===== src/rtl/z80fi_block_pkg.sv =====
// Shared constants and types for the Z80 block-transfer (LDI/LDD/LDIR/LDDR) instruction spec.
// The optional flag model is enabled by defining Z80FI_BLOCK_FLAGS_EN.
package z80fi_block_pkg;

    localparam logic [7:0] PREFIX_ED = 8'hED;
    localparam logic [7:0] OP_LDI    = 8'hA0;
    localparam logic [7:0] OP_LDD    = 8'hA8;
    localparam logic [7:0] OP_LDIR   = 8'hB0;
    localparam logic [7:0] OP_LDDR   = 8'hB8;

    localparam int DIR_BIT = 3;
    localparam int REP_BIT = 4;

    // Update-mask layout presented to the checker.
    localparam int SPEC_SIGNALS_W = 8;
    localparam int SIG_REG_IP = 0;
    localparam int SIG_REG_HL = 1;
    localparam int SIG_REG_DE = 2;
    localparam int SIG_REG_BC = 3;
    localparam int SIG_REG_F  = 4;
    localparam int SIG_MEM_RD = 5;
    localparam int SIG_MEM_WR = 6;

    typedef enum logic {
        ST_IDLE,
        ST_REPEAT
    } rep_state_t;

    function automatic logic is_block_op(input logic [7:0] op);
        return (op == OP_LDI) || (op == OP_LDD) || (op == OP_LDIR) || (op == OP_LDDR);
    endfunction

endpackage


===== src/rtl/z80fi_block_xfer_spec_rep_tracker.sv =====
// Repeat-chain tracker: follows LDIR/LDDR across retirements, counts iterations, flags broken chains.
// With Z80FI_BLOCK_FLAGS_EN defined, the F register must also match on continuation.
module z80fi_rep_tracker
    import z80fi_block_pkg::*;
#(
    parameter int ADDR_W   = 16,
    parameter int CNT_W    = 8,
    parameter int MAX_ITER = 255
) (
    input  logic              clk,
    input  logic              reset_n,
    input  logic              z80fi_valid,
    input  logic              blk_valid,
    input  logic              is_rep,
    input  logic [7:0]        opcode,
    input  logic [ADDR_W-1:0] ip_in,
    input  logic [ADDR_W-1:0] hl_in,
    input  logic [ADDR_W-1:0] de_in,
    input  logic [ADDR_W-1:0] bc_in,
    input  logic [ADDR_W-1:0] ip_out,
    input  logic [ADDR_W-1:0] hl_out,
    input  logic [ADDR_W-1:0] de_out,
    input  logic [ADDR_W-1:0] bc_out,
`ifdef Z80FI_BLOCK_FLAGS_EN
    input  logic [7:0]        f_in,
    input  logic [7:0]        f_out,
`endif
    output logic              rep_active,
    output logic [CNT_W-1:0]  rep_count,
    output logic              rep_sat,
    output logic              rep_err,
    output logic              rep_abort
);

    localparam logic [CNT_W:0] MAX_ITER_W = (CNT_W+1)'(MAX_ITER);

    rep_state_t        state_q, state_d;
    logic [ADDR_W-1:0] exp_ip_q, exp_ip_d, exp_hl_q, exp_hl_d;
    logic [ADDR_W-1:0] exp_de_q, exp_de_d, exp_bc_q, exp_bc_d;
    logic [7:0]        exp_op_q, exp_op_d;
    logic [CNT_W-1:0]  count_q, count_d;
    logic              sat_q, sat_d, err_q, err_d, abort_q, abort_d;
    logic [CNT_W:0]    count_inc;
    logic              bc_nz, same_insn, regs_match;
`ifdef Z80FI_BLOCK_FLAGS_EN
    logic [7:0]        exp_f_q, exp_f_d;
`endif

    assign bc_nz      = (bc_out != '0);
    assign count_inc  = {1'b0, count_q} + (CNT_W+1)'(1);
    assign same_insn  = blk_valid && (opcode == exp_op_q) && (ip_in == exp_ip_q);
`ifdef Z80FI_BLOCK_FLAGS_EN
    assign regs_match = (hl_in == exp_hl_q) && (de_in == exp_de_q) && (bc_in == exp_bc_q)
                        && (f_in == exp_f_q);
`else
    assign regs_match = (hl_in == exp_hl_q) && (de_in == exp_de_q) && (bc_in == exp_bc_q);
`endif

    always_comb begin
        state_d  = state_q;
        exp_ip_d = exp_ip_q;
        exp_hl_d = exp_hl_q;
        exp_de_d = exp_de_q;
        exp_bc_d = exp_bc_q;
        exp_op_d = exp_op_q;
`ifdef Z80FI_BLOCK_FLAGS_EN
        exp_f_d  = exp_f_q;
`endif
        count_d  = count_q;
        sat_d    = sat_q;
        err_d    = 1'b0;
        abort_d  = 1'b0;

        // Expected fields are always this retirement's post-state, i.e. the next iteration's pre-state.
        if (blk_valid && (state_q == ST_REPEAT ? (same_insn && regs_match) : (is_rep && bc_nz))) begin
            exp_ip_d = ip_out;
            exp_hl_d = hl_out;
            exp_de_d = de_out;
            exp_bc_d = bc_out;
            exp_op_d = opcode;
`ifdef Z80FI_BLOCK_FLAGS_EN
            exp_f_d  = f_out;
`endif
        end

        case (state_q)
            ST_IDLE: begin
                if (blk_valid && is_rep && bc_nz) begin
                    state_d = ST_REPEAT;
                    count_d = CNT_W'(1);
                    sat_d   = 1'b0;
                end
            end
            ST_REPEAT: begin
                if (z80fi_valid) begin
                    if (same_insn && regs_match) begin
                        count_d = count_inc[CNT_W] ? count_q : count_inc[CNT_W-1:0];
                        if (count_inc >= MAX_ITER_W) begin
                            sat_d = 1'b1;
                        end
                        if (!bc_nz) begin
                            state_d = ST_IDLE;
                            count_d = '0;
                        end
                    end else if (same_insn) begin
                        err_d   = 1'b1;
                        state_d = ST_IDLE;
                        count_d = '0;
                    end else begin
                        // Interrupts may legally break a chain; reported, not treated as an error.
                        abort_d = 1'b1;
                        state_d = ST_IDLE;
                        count_d = '0;
                    end
                end
            end
            default: state_d = ST_IDLE;
        endcase
    end

    always_ff @(posedge clk or negedge reset_n) begin
        if (!reset_n) begin
            state_q  <= ST_IDLE;
            exp_ip_q <= '0;
            exp_hl_q <= '0;
            exp_de_q <= '0;
            exp_bc_q <= '0;
            exp_op_q <= '0;
`ifdef Z80FI_BLOCK_FLAGS_EN
            exp_f_q  <= '0;
`endif
            count_q  <= '0;
            sat_q    <= 1'b0;
            err_q    <= 1'b0;
            abort_q  <= 1'b0;
        end else begin
            state_q  <= state_d;
            exp_ip_q <= exp_ip_d;
            exp_hl_q <= exp_hl_d;
            exp_de_q <= exp_de_d;
            exp_bc_q <= exp_bc_d;
            exp_op_q <= exp_op_d;
`ifdef Z80FI_BLOCK_FLAGS_EN
            exp_f_q  <= exp_f_d;
`endif
            count_q  <= count_d;
            sat_q    <= sat_d;
            err_q    <= err_d;
            abort_q  <= abort_d;
        end
    end

    assign rep_active = (state_q == ST_REPEAT);
    assign rep_count  = count_q;
    assign rep_sat    = sat_q;
    assign rep_err    = err_q;
    assign rep_abort  = abort_q;

endmodule


===== src/rtl/z80fi_block_xfer_spec.sv =====
// Instruction spec for LDI/LDD/LDIR/LDDR: combinational decode and datapath plus the repeat tracker.
// Define Z80FI_BLOCK_FLAGS_EN to add the F register model (z80fi_reg_f_in / spec_reg_f_out).
module z80fi_block_xfer_spec
    import z80fi_block_pkg::*;
#(
    parameter int ADDR_W   = 16,
    parameter int CNT_W    = 8,
    parameter int MAX_ITER = 255
) (
    input  logic                      clk,
    input  logic                      reset_n,
    input  logic                      z80fi_valid,
    input  logic [31:0]               z80fi_insn,
    input  logic [2:0]                z80fi_insn_len,
    input  logic [ADDR_W-1:0]         z80fi_reg_hl_in,
    input  logic [ADDR_W-1:0]         z80fi_reg_de_in,
    input  logic [ADDR_W-1:0]         z80fi_reg_bc_in,
    input  logic [ADDR_W-1:0]         z80fi_reg_ip_in,
    input  logic [7:0]                z80fi_bus_rdata,
`ifdef Z80FI_BLOCK_FLAGS_EN
    input  logic [7:0]                z80fi_reg_f_in,
    output logic [7:0]                spec_reg_f_out,
`endif
    output logic                      spec_valid,
    output logic [SPEC_SIGNALS_W-1:0] spec_signals,
    output logic [ADDR_W-1:0]         spec_bus_raddr,
    output logic [ADDR_W-1:0]         spec_bus_waddr,
    output logic [7:0]                spec_bus_wdata,
    output logic [ADDR_W-1:0]         spec_reg_hl_out,
    output logic [ADDR_W-1:0]         spec_reg_de_out,
    output logic [ADDR_W-1:0]         spec_reg_bc_out,
    output logic [ADDR_W-1:0]         spec_reg_ip_out,
    output logic                      rep_active,
    output logic [CNT_W-1:0]          rep_count,
    output logic                      rep_sat,
    output logic                      rep_err,
    output logic                      rep_abort
);

    logic [7:0] prefix, opcode;
    logic       is_dec, is_rep, bc_nz;
    logic       unused_insn_hi;

    assign prefix         = z80fi_insn[7:0];
    assign opcode         = z80fi_insn[15:8];
    assign unused_insn_hi = ^z80fi_insn[31:16];
    assign is_dec         = opcode[DIR_BIT];
    assign is_rep         = opcode[REP_BIT];

    assign spec_valid = z80fi_valid && (z80fi_insn_len == 3'd2) && (prefix == PREFIX_ED)
                        && is_block_op(opcode);

    assign spec_bus_raddr  = z80fi_reg_hl_in;
    assign spec_bus_waddr  = z80fi_reg_de_in;
    assign spec_bus_wdata  = z80fi_bus_rdata;
    assign spec_reg_hl_out = is_dec ? z80fi_reg_hl_in - ADDR_W'(1) : z80fi_reg_hl_in + ADDR_W'(1);
    assign spec_reg_de_out = is_dec ? z80fi_reg_de_in - ADDR_W'(1) : z80fi_reg_de_in + ADDR_W'(1);
    // BC=0 wraps to all-ones: a full 64 KiB transfer.
    assign spec_reg_bc_out = z80fi_reg_bc_in - ADDR_W'(1);
    assign bc_nz           = (spec_reg_bc_out != '0);
    assign spec_reg_ip_out = (is_rep && bc_nz) ? z80fi_reg_ip_in : z80fi_reg_ip_in + ADDR_W'(2);

    always_comb begin
        spec_signals             = '0;
        spec_signals[SIG_REG_IP] = 1'b1;
        spec_signals[SIG_REG_HL] = 1'b1;
        spec_signals[SIG_REG_DE] = 1'b1;
        spec_signals[SIG_REG_BC] = 1'b1;
        spec_signals[SIG_MEM_RD] = 1'b1;
        spec_signals[SIG_MEM_WR] = 1'b1;
`ifdef Z80FI_BLOCK_FLAGS_EN
        spec_signals[SIG_REG_F]  = 1'b1;
`endif
    end

`ifdef Z80FI_BLOCK_FLAGS_EN
    // S Z Y H X P/V N C
    assign spec_reg_f_out = {z80fi_reg_f_in[7:5], 1'b0, z80fi_reg_f_in[3], bc_nz, 1'b0, z80fi_reg_f_in[0]};
`endif

    z80fi_rep_tracker #(
        .ADDR_W   (ADDR_W),
        .CNT_W    (CNT_W),
        .MAX_ITER (MAX_ITER)
    ) u_tracker (
        .clk         (clk),
        .reset_n     (reset_n),
        .z80fi_valid (z80fi_valid),
        .blk_valid   (spec_valid),
        .is_rep      (is_rep),
        .opcode      (opcode),
        .ip_in       (z80fi_reg_ip_in),
        .hl_in       (z80fi_reg_hl_in),
        .de_in       (z80fi_reg_de_in),
        .bc_in       (z80fi_reg_bc_in),
        .ip_out      (spec_reg_ip_out),
        .hl_out      (spec_reg_hl_out),
        .de_out      (spec_reg_de_out),
        .bc_out      (spec_reg_bc_out),
`ifdef Z80FI_BLOCK_FLAGS_EN
        .f_in        (z80fi_reg_f_in),
        .f_out       (spec_reg_f_out),
`endif
        .rep_active  (rep_active),
        .rep_count   (rep_count),
        .rep_sat     (rep_sat),
        .rep_err     (rep_err),
        .rep_abort   (rep_abort)
    );

endmodule


===== config.mk =====
export PLATFORM = sky130hd
export DESIGN_NAME = z80fi_block_xfer_spec
export DESIGN_NICKNAME = d
export VERILOG_FILES = /design/src/rtl/z80fi_block_pkg.sv /design/src/rtl/z80fi_block_xfer_spec_rep_tracker.sv /design/src/rtl/z80fi_block_xfer_spec.sv
export SDC_FILE = /design/constraint.sdc
export NUM_CORES = 1
export LEC_CHECK = 0
export ABC_CLOCK_PERIOD_IN_PS = 6300
export BUFFER_PORTS_ARGS = -buffer_cell sky130_fd_sc_hd__clkbuf_2
export CAP_MARGIN = 20
export CORE_ASPECT_RATIO = 2
export CORE_MARGIN = 5
export CORE_UTILIZATION = 57
export DETAILED_ROUTE_END_ITERATION = 6
export HOLD_SLACK_MARGIN = 0.05
export PLACE_DENSITY = 0.85
export SKIP_LAST_GASP = 1
export SLEW_MARGIN = 20
export SYNTH_ARGS = -nofsm -noshare
export SYNTH_HDL_FRONTEND = slang
export SYNTH_SLANG_ARGS = --single-unit

===== constraint.sdc =====
create_clock -name clk -period 6.3 [get_ports clk]
set_input_delay 1.26 -clock clk [delete_from_list [all_inputs] [get_ports clk]]
set_output_delay 1.26 -clock clk [all_outputs]
set_load 0.01 [all_outputs]

# --- Word-level counts from Yosys, hierarchy flattened ---
# Index checks and enable logic that the tools add are counted.
totals:
  out_inout_bits: 125
  in_bits: 110
  elab_cells: 81
  regBits: 84
op_classes:
  n_bitwise: 1
  eq_ne: 16
  muxes: 28
  n_addsub: 7
  order_cmp: 1
  n_reduce_logical: 18
op_table:
  columns: ["cell", "n"]
  rows:
  - ["$eq 16x16->1", 4]
  - ["$mux 16", 3]
  - ["$sub 16x1->16 const B", 3]
  - ["$eq 8x8->1 const B", 5]
  - ["$mux 8", 5]
  - ["$add 16x1->16 const B", 2]
  - ["$mux 1", 17]
  - ["$add 16x2->16 const B", 1]
  - ["$pmux 8 s2", 1]
  - ["$reduce_bool 16->1", 1]
  - ["$logic_and 1x1->1", 12]
  - ["$add 8x1->9 const B", 1]
  - ["$ge 9x8->1 const B", 1]
  - ["$eq 8x8->1", 1]
  - ["$ne 2x2->1 const B", 3]
  - ["$ne 4x4->1 const B", 1]
  - ["$pmux 1 s2", 2]
  - ["$reduce_and 4->1", 1]
  - ["$eq 3x2->1 const B", 1]
  - ["$logic_or 1x1->1", 3]
  - ["$reduce_and 3->1", 1]
  - ["$ne 2x1->1 const B", 1]
  - ["$not 1->1", 1]

# --- Depth between registers and ports, before layout ---
depth:
  depth_word: 11
  depth_mapped: 11
  depth_no_buf: 9

# --- Hierarchy ---
# Synthesis repeated with hierarchy kept, for this count alone.
hier_totals:
  cells_unflattened: 664
  hier_area_um2: 6915.4
by_module_without_submodules:
  columns: ["mod", "instances", "seq_area_each_um2", "area_per_inst_um2", "cells_each"]
  rows:
  - ["z80fi_rep_tracker", 1, 2102.0, 4480.5, 334]
  - ["z80fi_block_xfer_spec", 1, 0.0, 2434.8, 330]

# --- Least setup slack after synthesis ---
# Ideal clock, no wire load.
synth_path:
  path_kind: "input to output"
  from: "input port z80fi_reg_bc_in[4]"
  to: "output port spec_reg_ip_out[2]"
  arrival_ns: 3.448
  stages: 8
  required_time_ns: 5.040
  path_slack_ns: 1.592
  path_buffers: 2
  path_cell_list: "buf_2 or4_1 buf_2 nor4_4 xor2_2 or3b_4 o21ai_2 mux2_2"
synth_via:
  elab_chain_len: 4
synth_rtl:
  columns: ["element", "line_no", "rtl"]
  rows:
  - ["start, declared", "z80fi_block_xfer_spec.sv:17", "input logic [ADDR_W-1:0] z80fi_reg_bc_in,"]
  - ["$sub 16x1->16", "z80fi_block_xfer_spec.sv:59", "assign spec_reg_bc_out = z80fi_reg_bc_in - ADDR_W'(1);"]
  - ["net spec_reg_bc_out[9]", "z80fi_block_xfer_spec.sv:31", "output logic [ADDR_W-1:0] spec_reg_bc_out,"]
  - ["$reduce_bool 16->1", "z80fi_block_xfer_spec.sv:60", "assign bc_nz = (spec_reg_bc_out != '0);"]
  - ["$logic_and 1x1->1", "z80fi_block_xfer_spec.sv:61", "assign spec_reg_ip_out = (is_rep && bc_nz) ? z80fi_reg_ip_in : z80fi_reg_ip_in + ADDR_W'(2);"]
  - ["$mux 16", "z80fi_block_xfer_spec.sv:61", null]
  - ["end, declared", "z80fi_block_xfer_spec.sv:32", "output logic [ADDR_W-1:0] spec_reg_ip_out,"]
# The timed path passes the listed nets, and every way through them passes these cells.

# --- Worst setup path in the final report ---
layout_path:
  from: "input port z80fi_insn[11]"
  to: "output port spec_reg_hl_out[14]"
layout_via:
  elab_chain_len: 1
layout_rtl:
  columns: ["element", "line_no", "rtl"]
  rows:
  - ["start, declared", "z80fi_block_xfer_spec.sv:13", "input logic [31:0] z80fi_insn,"]
  - ["$mux 16", "z80fi_block_xfer_spec.sv:56", "assign spec_reg_hl_out = is_dec ? z80fi_reg_hl_in - ADDR_W'(1) : z80fi_reg_hl_in + ADDR_W'(1);"]
  - ["end, declared", "z80fi_block_xfer_spec.sv:29", "output logic [ADDR_W-1:0] spec_reg_hl_out,"]
# No other way between the ends.

==> results.tsv <==
stage	metric	value	unit
routing	antenna viol nets, final	0	
critical_path	CP Launch Type	input port	
sta	Slew Limit Headroom	35.6	%
final_layout	Area growth syn-to-layout	13.0	%
synth	Synth Register Bits	84	
synth	Synth Cell Area	7460	um2
power_and_ir_drop	Clock Power Share	35.8	%
synth	async set-or-reset flop fraction in the synthesized netlist	100	%
critical_path	reg-to-reg setup timing slack	3.06	ns
power_and_ir_drop	peak supply drop	0.164	mV
critical_path	CP max stage cell	o311ai_0	
routing	Remaining DRCs	0	
power_and_ir_drop	Pint	1.03	mW
die	core area	12900	um2
synth	Synth Area per Inst	9.07	um2
clock_tree	Hold-fix buffers, CTS	0	
die	starting density of the core	57.8	%
critical_path	Setup crit end kind	output pin	
routing	drt via density	6.08	
routing	Detailed Routing Iterations Pass 1	4	
grt	GRT Resource Usage Total	26.6	%
critical_path	critical-path maximum fanout	26	
run_status	status	finished clean	
grt	vias in the first global route	6875	
place	PortBufs	194	
sta	Final Max Slew Viols	0	
final_layout	register area	2100	um2
synth	largest area contributor in the netlist	dfrtp_1	
clock_tree	post-CTS resize count	0	
clock_tree	clock-pin slew of the registers on the worst-case setup and hold paths	0.06	ns
synth	Mapped Cells	823	
sta	max frequency	0.184	GHz
clock_tree	CTS tree	done	
final_layout	post-route insts no fill	1110	
synth	EDFF count, synth	0	
die	Die Wd	90.9	um
synth	most common cell in the netlist	dfrtp_1	
synth	post-synth top area share	28.2	%
power_and_ir_drop	Leak	4.14	nW
clock_tree	clk sinks	84	
critical_path	worst path bufs/invs	2	
power_and_ir_drop	Sw Pwr	0.475	mW
synth	yosys warns	0	
place	dpl ws	0.931	ns
sta	clk_skew	0.0118	ns
critical_path	RR Endpoint	u_tracker.exp_hl_q[7]$_DFFE_PN0P_	
critical_path	Top Family by Delay on Critical Path	compound AO/OA/AOI/OAI gates	
sta	Worst-Margin Slew	0.965	ns
critical_path	Crit Path Class	input port to output pin	
die	Die Y	172	um
power_and_ir_drop	sequential share of power	35.9	%
synth	synth cell count leaders	84 x dfrtp_1, 67 x xor2_1, 55 x mux2_2, 50 x buf_4, 45 x nor2_1	
synth	Yosys cell types	69	
critical_path	CP required	5.04	ns
routing	wire per inst	18.9	um
die	row cnt	59	
clock_tree	Worst-Skew Late Latency	0.34	ns
routing	via count	6754	
sta	Setup Total Neg Slack	0	ns
grt	first-pass GRT wire length	33500	um
critical_path	worst path cell trace	clkbuf_2 > ha_1 > nor2b_1 > o31a_1 > o21ai_0 > a211oi_1 > o21a_1 > o311ai_0 > clkbuf_2	
grt	largest net degree at the start of global routing	73	
clock_tree	CTS root buffer	clkbuf_16	
critical_path	CP arrival	4.17	ns
grt	initial antenna violation count	0	
min_path	hold path startpoint	u_tracker.rep_sat$_DFFE_PN0P_	
final_layout	Fillers	1068	
critical_path	R2R depth	8	
final_layout	number of diodes	0	
die	die area	15600	um2
sta	Final Critical Period	5.43	ns
min_path	Hold Path Sink	u_tracker.rep_sat$_DFFE_PN0P_	
place	Inst Count DP	1094	
synth	register area share after synthesis	28.2	%
final_layout	area occupied by multi-input gates	4660	um2
place	HPWL after DPL	16700	um
sta	RSZ-0062 raised after global routing	no	
synth	dominant cells by area after synthesis	dfrtp_1 28%, mux2_2 8.3%, xor2_1 7.9%, ha_1 5.5%, buf_4 5.0%	
power_and_ir_drop	Power Density	179	nW/um2
sta	Tcrit/Tclk final	86.1	%
routing	WL final	21000	um
final_layout	share of post-route cells with drive strength above 1	29.3	%
grt	GRT Residual Overflow	0	
routing	DR iter-0 viols	281	
synth	Most used DFF post-synth	dfrtp_1	
clock_tree	H-tree levels	3	
critical_path	R2R Path Start	u_tracker.exp_de_q[13]$_DFFE_PN0P_	
sta	Final WS setup	0.874	ns
critical_path	Top cell by count, worst path	clkbuf_2	
clock_tree	Num CTS Buffers	9	
power_and_ir_drop	Comb power frac	28.3	%
final_layout	Layout Nets	1098	
sta	endpoints failing setup	0	
min_path	Hold Crit Depth	2	
sta	Hold Fails Final Rpt	0	
place	gpl congestion	0.927	
power_and_ir_drop	switch share	31.5	%
job	Max-Cap Viols	0	
clock_tree	total setup buffers inserted after CTS	0	
critical_path	max incr delay on CP	0.62	ns
clock_tree	worst-case clock buffer depth	2	
die	IO Pins	235	
min_path	min-delay worst type	flop to flop	
-- tightest hold or removal path: stages, from the launching register on --
cell and delay, ns:
dfrtp_1 0.34, nand2_1 0.05, nand2_1 0.05
-- registers in the layout, summed over array words and instances, names as in the netlist --
signal / cells
u_tracker.exp_ip_q: 16
u_tracker.rep_abort: 1
u_tracker.rep_active: 1
u_tracker.rep_count: 8
u_tracker.exp_op_q: 8
u_tracker.exp_hl_q: 16
u_tracker.exp_bc_q: 16
u_tracker.exp_de_q: 16
u_tracker.rep_err: 1
u_tracker.rep_sat: 1
-- logic make-up (layout without fill, tap and decap cells) --
group	Yosys count	after routing	share of synthesized area, %
buffers and inverters	126	255	9.64
and+or+nand+nor	255	255	19.3
other	2	8	0.101
adders and majority gates	35	35	6.07
AOI/OAI and AO/OA	140	140	13.0
xor gates and xnor gates	109	109	12.9
muxes	72	72	10.8
DFF	84	84	28.2
-- routing by layer --
metal | part of all wire (%) | vias to the layer above | track usage (%)
li1 | - | 3202 | -
met1 | 35 | 3227 | 26.9
met2 | 53 | 248 | 49.0
met3 | 5.3 | 77 | 3.76
met4 | 7.2 | 0 | 19.3
met5 | 0 | - | 0
-- worst max-delay path by stage --
stage | start | to | slack, ns | cells after the start
6_report | z80fi_insn[11] | spec_reg_hl_out[14] | 0.87 | 9
5_1_grt | z80fi_insn[11] | spec_reg_hl_out[15] | 0.62 | 9
4_1_cts | z80fi_insn[11] | spec_reg_hl_out[14] | 0.91 | 10
3_5_place_dp | z80fi_insn[11] | spec_reg_hl_out[14] | 0.93 | 9
2_1_floorplan | z80fi_reg_bc_in[4] | spec_reg_ip_out[2] | 1.59 | 8
3_3_place_gp | z80fi_insn[11] | spec_reg_hl_out[15] | 0.96 | 9
-- through the flow --
step / cell area, um2 / power [mW] / utilization [%] / hold WS (ns)
floorplan: 7480 / 0.821 / - / 0.460
global placement: 8140 / 0.968 / 63.0 / 0.458
detailed placement: 8140 / 0.976 / 63.0 / 0.466
CTS: 8430 / 1.52 / 65.3 / 0.480
global route: 8430 / 1.58 / 65.3 / 0.499
finish: 8430 / 1.51 / 65.3 / 0.469
-- cell usage in the layout (no fill, tap or decap), drive strengths merged, types with 6 or more instances in the layout --
master and instances:
a21o 6, mux2 69, dfrtp 84, nand2 39, or3 9, nand3 30, a21oi 27, and3 6
and2 10, o21bai 8, a31oi 11, nand4 16, o21ai 24, or4 18, nor3 20, inv 38
nor2 45, xor2 68, nor4b 7, conb 8, ha 33, nor4 21, o21a 6, nor2b 6
o211ai 14, clkbuf 208, xnor2 41, buf 8
-- power groups by stage --
stage / Combinational (mW) / Sequential [mW] / Clock [mW]
after floorplan: 0.269 / 0.552 / 0
after global placement: 0.416 / 0.552 / 0
after detailed placement: 0.424 / 0.552 / 0
after CTS: 0.427 / 0.542 / 0.550
after global routing: 0.468 / 0.542 / 0.575
final: 0.427 / 0.542 / 0.540
-- layout make-up --
cell class / count / share of cell area [%]
flip-flops and latches: 84 / 24.9
clock buffers: 15 / 3.17
inverters: 38 / 1.69
clock inverters: 1 / 0.356
multi-input cells: 619 / 55.3
well taps: 152 / 2.25
repair buffers: 201 / 12.3
Power figures use the tool's default switching activity.
